[src/rtl/race_pkg.sv]
// Shared types and width helpers for the multi-lane start-light controller.
package race_pkg;

   typedef enum logic [1:0] {
      IDLE  = 2'd0,
      COUNT = 2'd1,
      GO    = 2'd2,
      DONE  = 2'd3
   } race_state_t;

   // Bits needed to count 0..ticks-1; never narrower than one bit.
   function automatic int TICK_W(input int ticks);
      int w;
      if (ticks > 1) begin
         w = $clog2(ticks);
      end else begin
         w = 1;
      end
      return w;
   endfunction

   // Bits needed for the step counter shared by the COUNT, GO and DONE phases.
   function automatic int STEP_W(input int amber_steps, input int go_steps, input int hold_steps);
      int m;
      int w;
      m = amber_steps;
      if (go_steps > m) begin
         m = go_steps;
      end else begin
         m = m;
      end
      if (hold_steps > m) begin
         m = hold_steps;
      end else begin
         m = m;
      end
      if (m > 1) begin
         w = $clog2(m);
      end else begin
         w = 1;
      end
      return w;
   endfunction

endpackage

[src/rtl/race_tick_gen.sv]
// Step-rate enable generator: one-cycle tick every TICKS_PER_STEP clocks,
// restartable so every light step starts at a full period.
module race_tick_gen
   import race_pkg::*;
#(
   parameter int TICKS_PER_STEP = 50_000_000
) (
   input  logic CLOCK,
   input  logic nRESET,
   input  logic clr,
   output logic tick
);

   localparam int              TW   = TICK_W(TICKS_PER_STEP);
   localparam logic [TW-1:0]   LAST = TW'(TICKS_PER_STEP - 1);

   logic [TW-1:0] cnt_r;

   assign tick = (cnt_r == LAST);

   // Period counter: wraps after the tick, restarts on every phase change.
   always_ff @(negedge CLOCK or negedge nRESET) begin
      if (!nRESET) begin
         cnt_r <= {TW{1'b0}};
      end else if (clr) begin
         cnt_r <= {TW{1'b0}};
      end else if (tick) begin
         cnt_r <= {TW{1'b0}};
      end else begin
         cnt_r <= cnt_r + TW'(1);
      end
   end

endmodule

[src/rtl/race_tree_multilane.sv]
// Multi-lane start-light controller: amber countdown, green launch window,
// per-lane false-start detection and first-launch winner capture.
module race_tree_multilane
   import race_pkg::*;
#(
   parameter int LANES          = 2,
   parameter int AMBER_STEPS    = 3,
   parameter int TICKS_PER_STEP = 50_000_000,
   parameter int GO_STEPS       = 5,
   parameter int HOLD_STEPS     = 3
) (
   input  logic                   CLOCK,
   input  logic                   nRESET,
   input  logic                   START,
   input  logic [LANES-1:0]       lane_go,
   output logic                   red,
   output logic [AMBER_STEPS-1:0] amber,
   output logic                   green,
   output logic [LANES-1:0]       foul,
   output logic [LANES-1:0]       winner,
   output logic                   busy,
   output logic [1:0]             state
);

   localparam int            SW         = STEP_W(AMBER_STEPS, GO_STEPS, HOLD_STEPS);
   localparam logic [SW-1:0] AMBER_LAST = SW'(AMBER_STEPS - 1);
   localparam logic [SW-1:0] GO_LAST    = SW'(GO_STEPS - 1);
   localparam logic [SW-1:0] HOLD_LAST  = SW'(HOLD_STEPS - 1);

   race_state_t      state_r, state_s;
   logic [SW-1:0]    step_r, step_s;
   logic [LANES-1:0] foul_r, foul_s;
   logic [LANES-1:0] win_r, win_s;
   logic [LANES-1:0] fouled_s;
   logic [LANES-1:0] valid_s;
   logic             tick_s;
   logic             clr_s;

   race_tick_gen #(
      .TICKS_PER_STEP(TICKS_PER_STEP)
   ) u_tick (
      .CLOCK  (CLOCK),
      .nRESET (nRESET),
      .clr    (clr_s),
      .tick   (tick_s)
   );

   // Next-state, step and lane-result logic; fouls win over the COUNT->GO step.
   always_comb begin
      state_s  = state_r;
      step_s   = step_r;
      foul_s   = foul_r;
      win_s    = win_r;
      fouled_s = foul_r | lane_go;
      valid_s  = lane_go & ~foul_r;
      case (state_r)
         IDLE: begin
            if (START) begin
               state_s = COUNT;
               step_s  = {SW{1'b0}};
               foul_s  = {LANES{1'b0}};
               win_s   = {LANES{1'b0}};
            end else begin
               state_s = IDLE;
            end
         end
         COUNT: begin
            foul_s = fouled_s;
            if (&fouled_s) begin
               state_s = DONE;
               step_s  = {SW{1'b0}};
            end else if (tick_s) begin
               if (step_r == AMBER_LAST) begin
                  state_s = GO;
                  step_s  = {SW{1'b0}};
               end else begin
                  step_s = step_r + SW'(1);
               end
            end else begin
               step_s = step_r;
            end
         end
         GO: begin
            if (|valid_s) begin
               win_s   = valid_s;
               state_s = DONE;
               step_s  = {SW{1'b0}};
            end else if (tick_s) begin
               if (step_r == GO_LAST) begin
                  state_s = DONE;
                  step_s  = {SW{1'b0}};
               end else begin
                  step_s = step_r + SW'(1);
               end
            end else begin
               step_s = step_r;
            end
         end
         DONE: begin
            if (tick_s) begin
               if (step_r == HOLD_LAST) begin
                  state_s = IDLE;
                  step_s  = {SW{1'b0}};
               end else begin
                  step_s = step_r + SW'(1);
               end
            end else begin
               step_s = step_r;
            end
         end
         default: begin
            state_s = IDLE;
            step_s  = {SW{1'b0}};
         end
      endcase
      clr_s = (state_s != state_r);
   end

   // State, step and lane-result registers.
   always_ff @(negedge CLOCK or negedge nRESET) begin
      if (!nRESET) begin
         state_r <= IDLE;
         step_r  <= {SW{1'b0}};
         foul_r  <= {LANES{1'b0}};
         win_r   <= {LANES{1'b0}};
      end else begin
         state_r <= state_s;
         step_r  <= step_s;
         foul_r  <= foul_s;
         win_r   <= win_s;
      end
   end

   // Moore lamp decode from the registered state and step.
   always_comb begin
      red   = (state_r == IDLE) || (state_r == DONE);
      green = (state_r == GO);
      busy  = (state_r == COUNT) || (state_r == GO);
      amber = {AMBER_STEPS{1'b0}};
      for (int k = 0; k < AMBER_STEPS; k++) begin
         amber[k] = (state_r == COUNT) && (step_r == SW'(k));
      end
   end

   assign foul   = foul_r;
   assign winner = win_r;
   assign state  = state_r;

endmodule
[config.mk]
export PLATFORM = sky130hd
export DESIGN_NAME = race_tree_multilane
export DESIGN_NICKNAME = d
export VERILOG_FILES = /design/src/rtl/race_pkg.sv /design/src/rtl/race_tick_gen.sv /design/src/rtl/race_tree_multilane.sv
export SDC_FILE = /design/constraint.sdc
export NUM_CORES = 1
export LEC_CHECK = 0
export CAP_MARGIN = 15
export CELL_PAD_IN_SITES_DETAIL_PLACEMENT = 0
export CELL_PAD_IN_SITES_GLOBAL_PLACEMENT = 2
export CORE_UTILIZATION = 28
export CTS_CLUSTER_SIZE = 8
export DETAILED_ROUTE_END_ITERATION = 8
export HOLD_SLACK_MARGIN = 0.06
export PLACE_DENSITY_LB_ADDON = 0.08
export SLEW_MARGIN = 15
export SYNTH_ARGS = -nofsm -noshare
export SYNTH_HDL_FRONTEND = slang
export SYNTH_SLANG_ARGS = --single-unit
[constraint.sdc]
create_clock -name CLOCK -period 3.2 [get_ports CLOCK]
set_input_delay 0.48 -clock CLOCK [delete_from_list [all_inputs] [get_ports CLOCK]]
set_output_delay 0.48 -clock CLOCK [all_outputs]
set_load 0.1 [all_outputs]
==> results summary, run 1 <==
The core region is 7690 um2. After synthesis, the share of cell area in mux cells is 0.00905. The critical path data required time came out at 2720 ps. The number of antenna violations at the first check in global routing came out at 0. The critical path in this run is classified as flop to output port. The depth of the worst register-to-register path came out at 7. The cell at the root of the clock tree is clkbuf_8. The clock skew is 7.76 ps. Setup violations remaining at the end of the flow were counted as 6. Entering global routing, the biggest net connects 36 pins. The net count of the finished layout came out at 322. The floorplan step defined a die boundary enclosing 8260 um2. The count of buffers added on input and output ports is 16. The average wire length per cell after detail routing is 14.5 um.

The post-synthesis sequential area ratio came out at 0.396. In this run the vertical extent of the chip is 90.9 um. The post-synthesis simple-gate area fraction came out at 0.279. In this run the horizontal extent of the chip is 90.9 um. The flop and latch count out of synthesis came out at 35. The worst hold path terminates at u_tick.cnt_r[0]$_DFF_NN0_. The floorplan has 32 rows.

The number of instances on the worst hold path is 1. The reg-to-reg setup timing slack is 850 ps. The xor/xnor share of the synthesized area is 0.0951.

The post-synthesis cell area is 2210 um2. The number of cells produced by synthesis came out at 244. The register clock-pin slew on the reported worst setup and hold paths is 50 ps. The sum of internal, switching and leakage power is 0.000826 W. The post-synthesis compound-gate area fraction came out at 0.131.

Clock tree synthesis inserted a total of 5 buffers. The total half-perimeter wirelength after legalization and detailed placement is 4140 um. The total via count in the routed design came out at 2,012. The analysis attributes to cell leakage a power of 1.39 nW. In this run, the number of DRC markers left after iteration 0 of detailed routing was 60. The startpoint identified for the worst register-to-register timing path is u_tick.cnt_r[0]$_DFF_NN0_. The endpoint identified for the worst register-to-register timing path is u_tick.cnt_r[10]$_DFF_NN0_. In this run the tightest slew margin relative to its limit is 0.565. The synthesized netlist net count is 258. The source-to-sink clock delay at the later pin of the worst-skew pair came out at 300 ps.

In this run the worst hold path is classified as flop to flop. The worst setup path is captured at an output port. STA classifies the critical path startpoint as a flop. The dominant delay contributor by cell family on the critical path is flip-flops. The total of max-cap violations is 0. The antenna violation net count after detailed routing is 0. For this run, the leading register cell type out of synthesis is dfrtn_1.

The adder-cell share of the synthesized area is 0.0509. The data arrival at the endpoint of the critical path is 3010 ps. The area growth from synthesis to layout is 50.9%. The antenna diode count came out at 0.

The measured slew at the worst slew-check pin came out at 647 ps. Global routing finished with a remaining overflow of 0. The maximum fanout count along the critical path is 2. The global-route wire length before repair came out at 10,200 um.

The largest individual stage delay along the critical path comes from the cell dfrtn_1. The post-route cell area is 3340 um2. The areal power density over the cells came out at 247 nW/um2. The H-tree depth came out at 2. The via density per instance is 4.90. The worst hold path startpoint is u_tick.cnt_r[0]$_DFF_NN0_. The fraction of final layout cells sized beyond drive strength 1 came out at 0.372. TritonCTS built the clock tree.

The flow ran to the end, but the final reports show violations. Setup repair after global routing could not meet its margin everywhere. After detailed routing, the number of remaining DRC violations is 0.

The total global-route track usage came out at 0.157. The count of warnings emitted by yosys came out at 0. The final critical-path setup slack came out at -292 ps. The via count of the first global-routing pass came out at 2,098. The initial utilization of the core area, before any placement, comes to 0.288.

The dominant combinational cell family by area after synthesis is simple AND/OR/NAND/NOR gates. The standard cell area after detailed placement came out at 2850 um2. The number of enable flip-flop cells after synthesis is 0. The number of distinct library cells after synthesis came out at 47. The total detailed-routing wirelength is 5970 um. The number of max-slew violations in the final report came out at 0. IR analysis of the VDD net gives a maximum drop of 0.142 mV. The number of clock sinks seen by CTS came out at 35. The final RePlAce weighted congestion is 0.763. The proportion of synthesized flip-flops having asynchronous set or reset is 1.00. The stage delay of the slowest cell on the critical path came out at 430 ps.

The maximum count of clock buffers along a single path is 2. Dividing the synthesized area by the synthesized cell count gives 9.06 um2. The number of buffers added to fix hold violations after cts is 0. The worst path buffer plus inverter count is 4.

The number of iterations in the first detailed-routing pass came out at 4. The checks that failed: setup timing. The signal on the critical path passes through buf_6, inv_6, ha_4, clkinvlp_4, buf_12.

The number of failing hold endpoints at the final stage came out at 0. During I/O placement, the number of pins put on the boundary was 17.
==> layer usage <==
layer | share of wire | track usage
met2 | 0.52 | 0.292
met4 | 0.012 | 0.0397
met3 | 0.026 | 0.0295
met1 | 0.44 | 0.184
met5 | 0 | 0
==> layout by cell type, fill, tap and decap left out, types with 3 or more instances in the layout <==
| cell | n |
|---|---|
| a21oi_1 | 11 |
| a22oi_1 | 3 |
| and2_4 | 3 |
| buf_12 | 14 |
| buf_4 | 34 |
| buf_6 | 9 |
| clkbuf_8 | 5 |
| dfrtn_1 | 35 |
| ha_1 | 6 |
| inv_1 | 11 |
| nand2_1 | 17 |
| nand3_1 | 11 |
| nand4_1 | 10 |
| nor2_1 | 27 |
| nor2_2 | 4 |
| nor2_4 | 6 |
| nor3_1 | 7 |
| nor3b_2 | 3 |
| nor4_1 | 3 |
| o21ai_0 | 8 |
| xnor2_1 | 12 |
| xor2_1 | 12 |
==> kinds of logic after synthesis <==
logic type | count (synthesis)
multiplexers | 2
adder cells (fa/ha/maj) | 9
AND/OR/NAND/NOR | 113
AO/OA/AOI/OAI | 41
buffers and inverters | 20
flip-flops | 35
XOR/XNOR | 24
==> layout make-up <==
type,count,area (um2)
Timing Repair Buffer,62,704
Clock inverter,2,12.5
Inverter,15,65.1
Clock buffer,6,72.6
Multi-Input combinational cell,189,1480
Tap cell,102,128
Fill cell,788,4350
Sequential cell,35,876
==> timing repair <==
item / CTS / global route
pin swaps: 9 / 15
endpoints found under the setup margin: 37 / 29
gates cloned: 2 / 0
setup buffers: 9 / 7
resized for setup: 50 / 25
==> synth_stat cells (all sizes together) (3+ instances only) <==
master,instances,area (um2)
a21oi,13,65.1
a22oi,3,22.5
and2,4,25.0
clkbuf,3,12.5
dfrtn,35,876
ha,9,113
inv,15,56.3
nand2,19,71.3
nand2b,3,18.8
nand3,13,70.1
nand4,11,83.8
nor2,37,139
nor3,7,35.0
nor3b,3,22.5
nor4,5,61.3
o21ai,8,40.0
xnor2,12,105
xor2,12,105
==> how the worst max path moves through the flow <==
stage / from / endpoint / slack (ps) / depth (start not counted)
2_1_floorplan: state[0]$_DFF_NN0_ / red / -1130 / 3
3_3_place_gp: lane_go[0] / u_tick.cnt_r[14]$_DFF_NN0_ / -710 / 8
3_5_place_dp: lane_go[0] / u_tick.cnt_r[16]$_DFF_NN0_ / -800 / 7
4_1_cts: state[1]$_DFF_NN0_ / red / -300 / 5
5_1_grt: state[0]$_DFF_NN0_ / amber[0] / -350 / 5
6_report: state[0]$_DFF_NN0_ / red / -290 / 5
==> through the flow <==
step | instances | util | worst slack, ps | hold WS (ps) | setup TNS [ps]
after CTS | 406 | 0.420 | -304 | 434 | -1600
final | 411 | 0.434 | -292 | 431 | -1510
after global routing | 411 | 0.434 | -355 | 494 | -2120
after floorplan | 244 | - | -1130 | 392 | -13000
after detailed placement | 388 | 0.371 | -797 | 433 | -21630
after global placement | 388 | 0.371 | -711 | 428 | -21220
==> power breakdown <==
group          switching (W)  internal [W]
sequential        0.00000200      0.000446
combinational      0.0000318     0.0000230
clock               0.000170      0.000152
==> state kept, by name, summed over array words and instances (netlist names) <==
| signal | count |
|---|---|
| u_tick.cnt_r | 26 |
| step_r | 3 |
| foul | 2 |
| state | 2 |
| winner | 2 |
Note: power is estimated with default switching activity, not from simulation.
==> run 2, diff against run 1 <==
Settings changed: CORE_UTILIZATION 28 to 36, HOLD_SLACK_MARGIN 0.06 to 0.05.
==> results summary, run 2 (synthesized netlist as in run 1, its figures left out) <==
Outcome: finished with violations (unchanged). Failing checks: setup timing (unchanged). The CTS tree is yes (unchanged). The final critical-path setup slack came out at -332 ps (was -292 ps). The fraction of final layout cells sized beyond drive strength 1 is 0.315 (was 0.372). The area of the core is 5920 um2 (was 7690 um2). The starting density of the core came to 0.373 (was 0.288).

The floorplan die width is 80.4 um (was 90.9 um). The source-to-sink clock delay at the later pin of the worst-skew pair came out at 290 ps (was 300 ps). The layout-stage area growth over the synthesis result is 45.2% (was 50.9%). The share of the core filled with cells in the final layout was 0.542 (was 0.434). The H-tree depth came out at 2 (unchanged).

The register name with the most flops was u_tick.cnt_r (unchanged). The final-report setup violation count was 7 (was 6). The total of max-cap violations came to 0 (unchanged). The cell at the root of the clock tree is clkbuf_8 (unchanged). The total overflow reported by the global router was 0 (unchanged). The proportion of power drawn by the clock network came out at 0.426 (was 0.391). The sequential group share of total power came to 0.517 (was 0.543). The kind of capture point of the worst setup path was an output port (unchanged). The share of power burned in combinational logic came out at 0.057 (was 0.066). The startpoint type of the worst setup path is a flop (unchanged). The maximum count of clock buffers along a single path came out at 2 (unchanged).

The via count of the first global-routing pass came out at 1,890 (was 2,098). The number of failing hold endpoints at the final stage is 0 (unchanged). The number of max-slew violations in the final report came out at 0 (unchanged).

The number of iterations in the first detailed-routing pass came to 4 (unchanged). Setup repair after global routing missed its margin: yes (unchanged). The relative slew slack was 0.598 (was 0.565). The type of the worst min-delay path is flop to flop (unchanged). The number of DRC violations after detailed routing came out at 0 (unchanged). The final RePlAce weighted congestion is 0.774 (was 0.763). The register clock-pin slew on the reported worst setup and hold paths is 50 ps (about the same).

The total clock buffers created by CTS came out at 5 (unchanged). The net switching power of the design came out at 0.000205 W (was 0.000204 W). The total via count in the routed design is 1,961 (was 2,012). The number of I/O port buffers came out at 16 (unchanged). The number of standard cells in the final layout excluding fillers is 380 (was 411). The global-route wire length before repair is 9400 um (was 10,200 um).

The maximum fanout count along the critical path is 3 (was 2). The iteration-0 DRC count of the detailed router is 40 (was 60). Commonest cells after routing, fill and taps aside: nor2_1, dfrtn_1, buf_4 (was dfrtn_1, buf_4, nor2_1). The overall die area is 6460 um2 (was 8260 um2). The peak supply drop came out at 0.245 mV (was 0.142 mV). The total global-route track usage is 0.193 (was 0.157). The largest net degree at the start of global routing came out at 24 (was 36). The leakage power of the design is 1.37 nW (was 1.39 nW). The flip-flop count of the largest register after layout was 26 (unchanged). The total detailed-routing wirelength is 5710 um (was 5970 um).

The net count of the finished layout came out at 318 (was 322). The standard cell area after detailed placement is 2850 um2 (about the same). The start-to-end type of the worst setup path is flop to output port (unchanged). The die boundary height is 80.4 um (was 90.9 um). The critical path data required time is 2720 ps (about the same).

The measured slew at the worst slew-check pin is 599 ps (was 647 ps). The data arrival at the endpoint of the critical path came to 3050 ps (was 3010 ps). The antenna diode count came out at 0 (unchanged). The design internal power is 0.000661 W (was 0.000621 W). The number of buffers added to fix hold violations after cts came out at 0 (unchanged). The number of clock sinks seen by CTS is 35 (unchanged). The clock skew came out at 5.46 ps (was 7.76 ps). The commonest non-fill, non-tap cell in the layout is nor2_1 (was dfrtn_1). The via density per instance is 5.16 (was 4.90). The total half-perimeter wirelength after legalization and detailed placement is 3870 um (was 4140 um). The antenna violation net count after detailed routing is 0 (unchanged). Registers with the highest flip-flop counts: u_tick.cnt_r: 26 flops, step_r: 3 flops (unchanged). The post-route cell area is 3210 um2 (was 3340 um2). The areal power density over the cells came out at 270 nW/um2 (was 247 nW/um2). The net switching share of the total power is 0.237 (was 0.247). The average wire length per cell after detail routing is 15.0 um (was 14.5 um). The total area of sequential cells came out at 876 um2 (unchanged). The area of the multi-input gates is 1400 um2 (was 1480 um2). The worst slack at placement is -721 ps (was -797 ps). The number of inserted filler cells in the final layout is 525 (was 788).

The number of antenna violations at the first check in global routing is 0 (unchanged). The post-placement cell count came out at 362 (was 388). The number of core rows was 28 (was 32). The number of top-level pins is 17 (unchanged).
-- run 2: cell types whose count changed in the layout (fill, tap and decap cells not counted), sizes merged --
cell and change:
clkinv -1, buf -4, clkbuf +1
-- run 2: layer usage --
metal / routed length [um] / vias to the layer above / share of wire / GRT usage
met5: 0 / - / 0 / 0
li1: - / 983 / - / -
met1: 2720 / 953 / 0.48 / 0.250
met3: 114 / 4 / 0.020 / 0.0352
met4: 56 / 0 / 0.0098 / 0.0732
met2: 2820 / 21 / 0.49 / 0.319
-- run 2: repair_timing --
| action | CTS | global route |
|---|---|---|
| setup buffers | 6 | 5 |
| pin swaps | 11 | 9 |
| resized for setup | 37 | 9 |
| cloned | 3 | 0 |
| setup endpoints to repair | 35 | 34 |
-- run 2: cell type report --
cell class | instances | area share
sequential | 35 | 0.273
timing repair buffer | 58 | 0.211
multi-input combinational | 189 | 0.435
tap | 75 | 0.0292
inverter | 15 | 0.0203
clock buffer | 7 | 0.0300
clock inverter | 1 | 0.00234
-- run 2: worst paths after layout --
kind	start	endpoint	slack, ps	depth (start not counted)
max	state[0]$_DFF_NN0_	red	-330	5
min in group asynchronous	nRESET	winner[0]$_DFFE_NN0P_	1580	1
max reg2reg	state[0]$_DFF_NN0_	u_tick.cnt_r[7]$_DFF_NN0_	830	13
max in group asynchronous	nRESET	u_tick.cnt_r[16]$_DFF_NN0_	1150	2
min reg2reg	u_tick.cnt_r[0]$_DFF_NN0_	u_tick.cnt_r[0]$_DFF_NN0_	420	1
min	u_tick.cnt_r[0]$_DFF_NN0_	u_tick.cnt_r[0]$_DFF_NN0_	420	1
-- run 2: per-stage QoR --
stage,power [W],hold WS (ps),TNS [ps]
global route,0.000900,454,-2180
finish,0.000866,419,-1800
floorplan,0.000471,392,-13000
CTS,0.000879,425,-2090
detailed placement,0.000502,425,-20020
global placement,0.000502,413,-19930
-- run 2: worst max-delay path, cell delays in order (launching register included) --
cell and delay [ps]:
dfrtn_1 460, buf_6 130, inv_6 30, ha_4 280, clkinvlp_4 90, buf_12 160
-- run 2: power groups by stage --
| stage | combinational [W] | clock, W | sequential, W |
|---|---|---|---|
| floorplan | 0.00000608 | 0 | 0.000465 |
| global placement | 0.0000457 | 0 | 0.000456 |
| detailed placement | 0.0000455 | 0 | 0.000456 |
| CTS | 0.0000472 | 0.000384 | 0.000448 |
| global route | 0.0000534 | 0.000399 | 0.000448 |
| finish | 0.0000491 | 0.000369 | 0.000448 |
==> run 3, diff against run 2 <==
Settings changed: SLEW_MARGIN 15 to 20.
==> results of run 3 <==
Same layout as run 2: the final DEF is identical, and so are final timing and power.
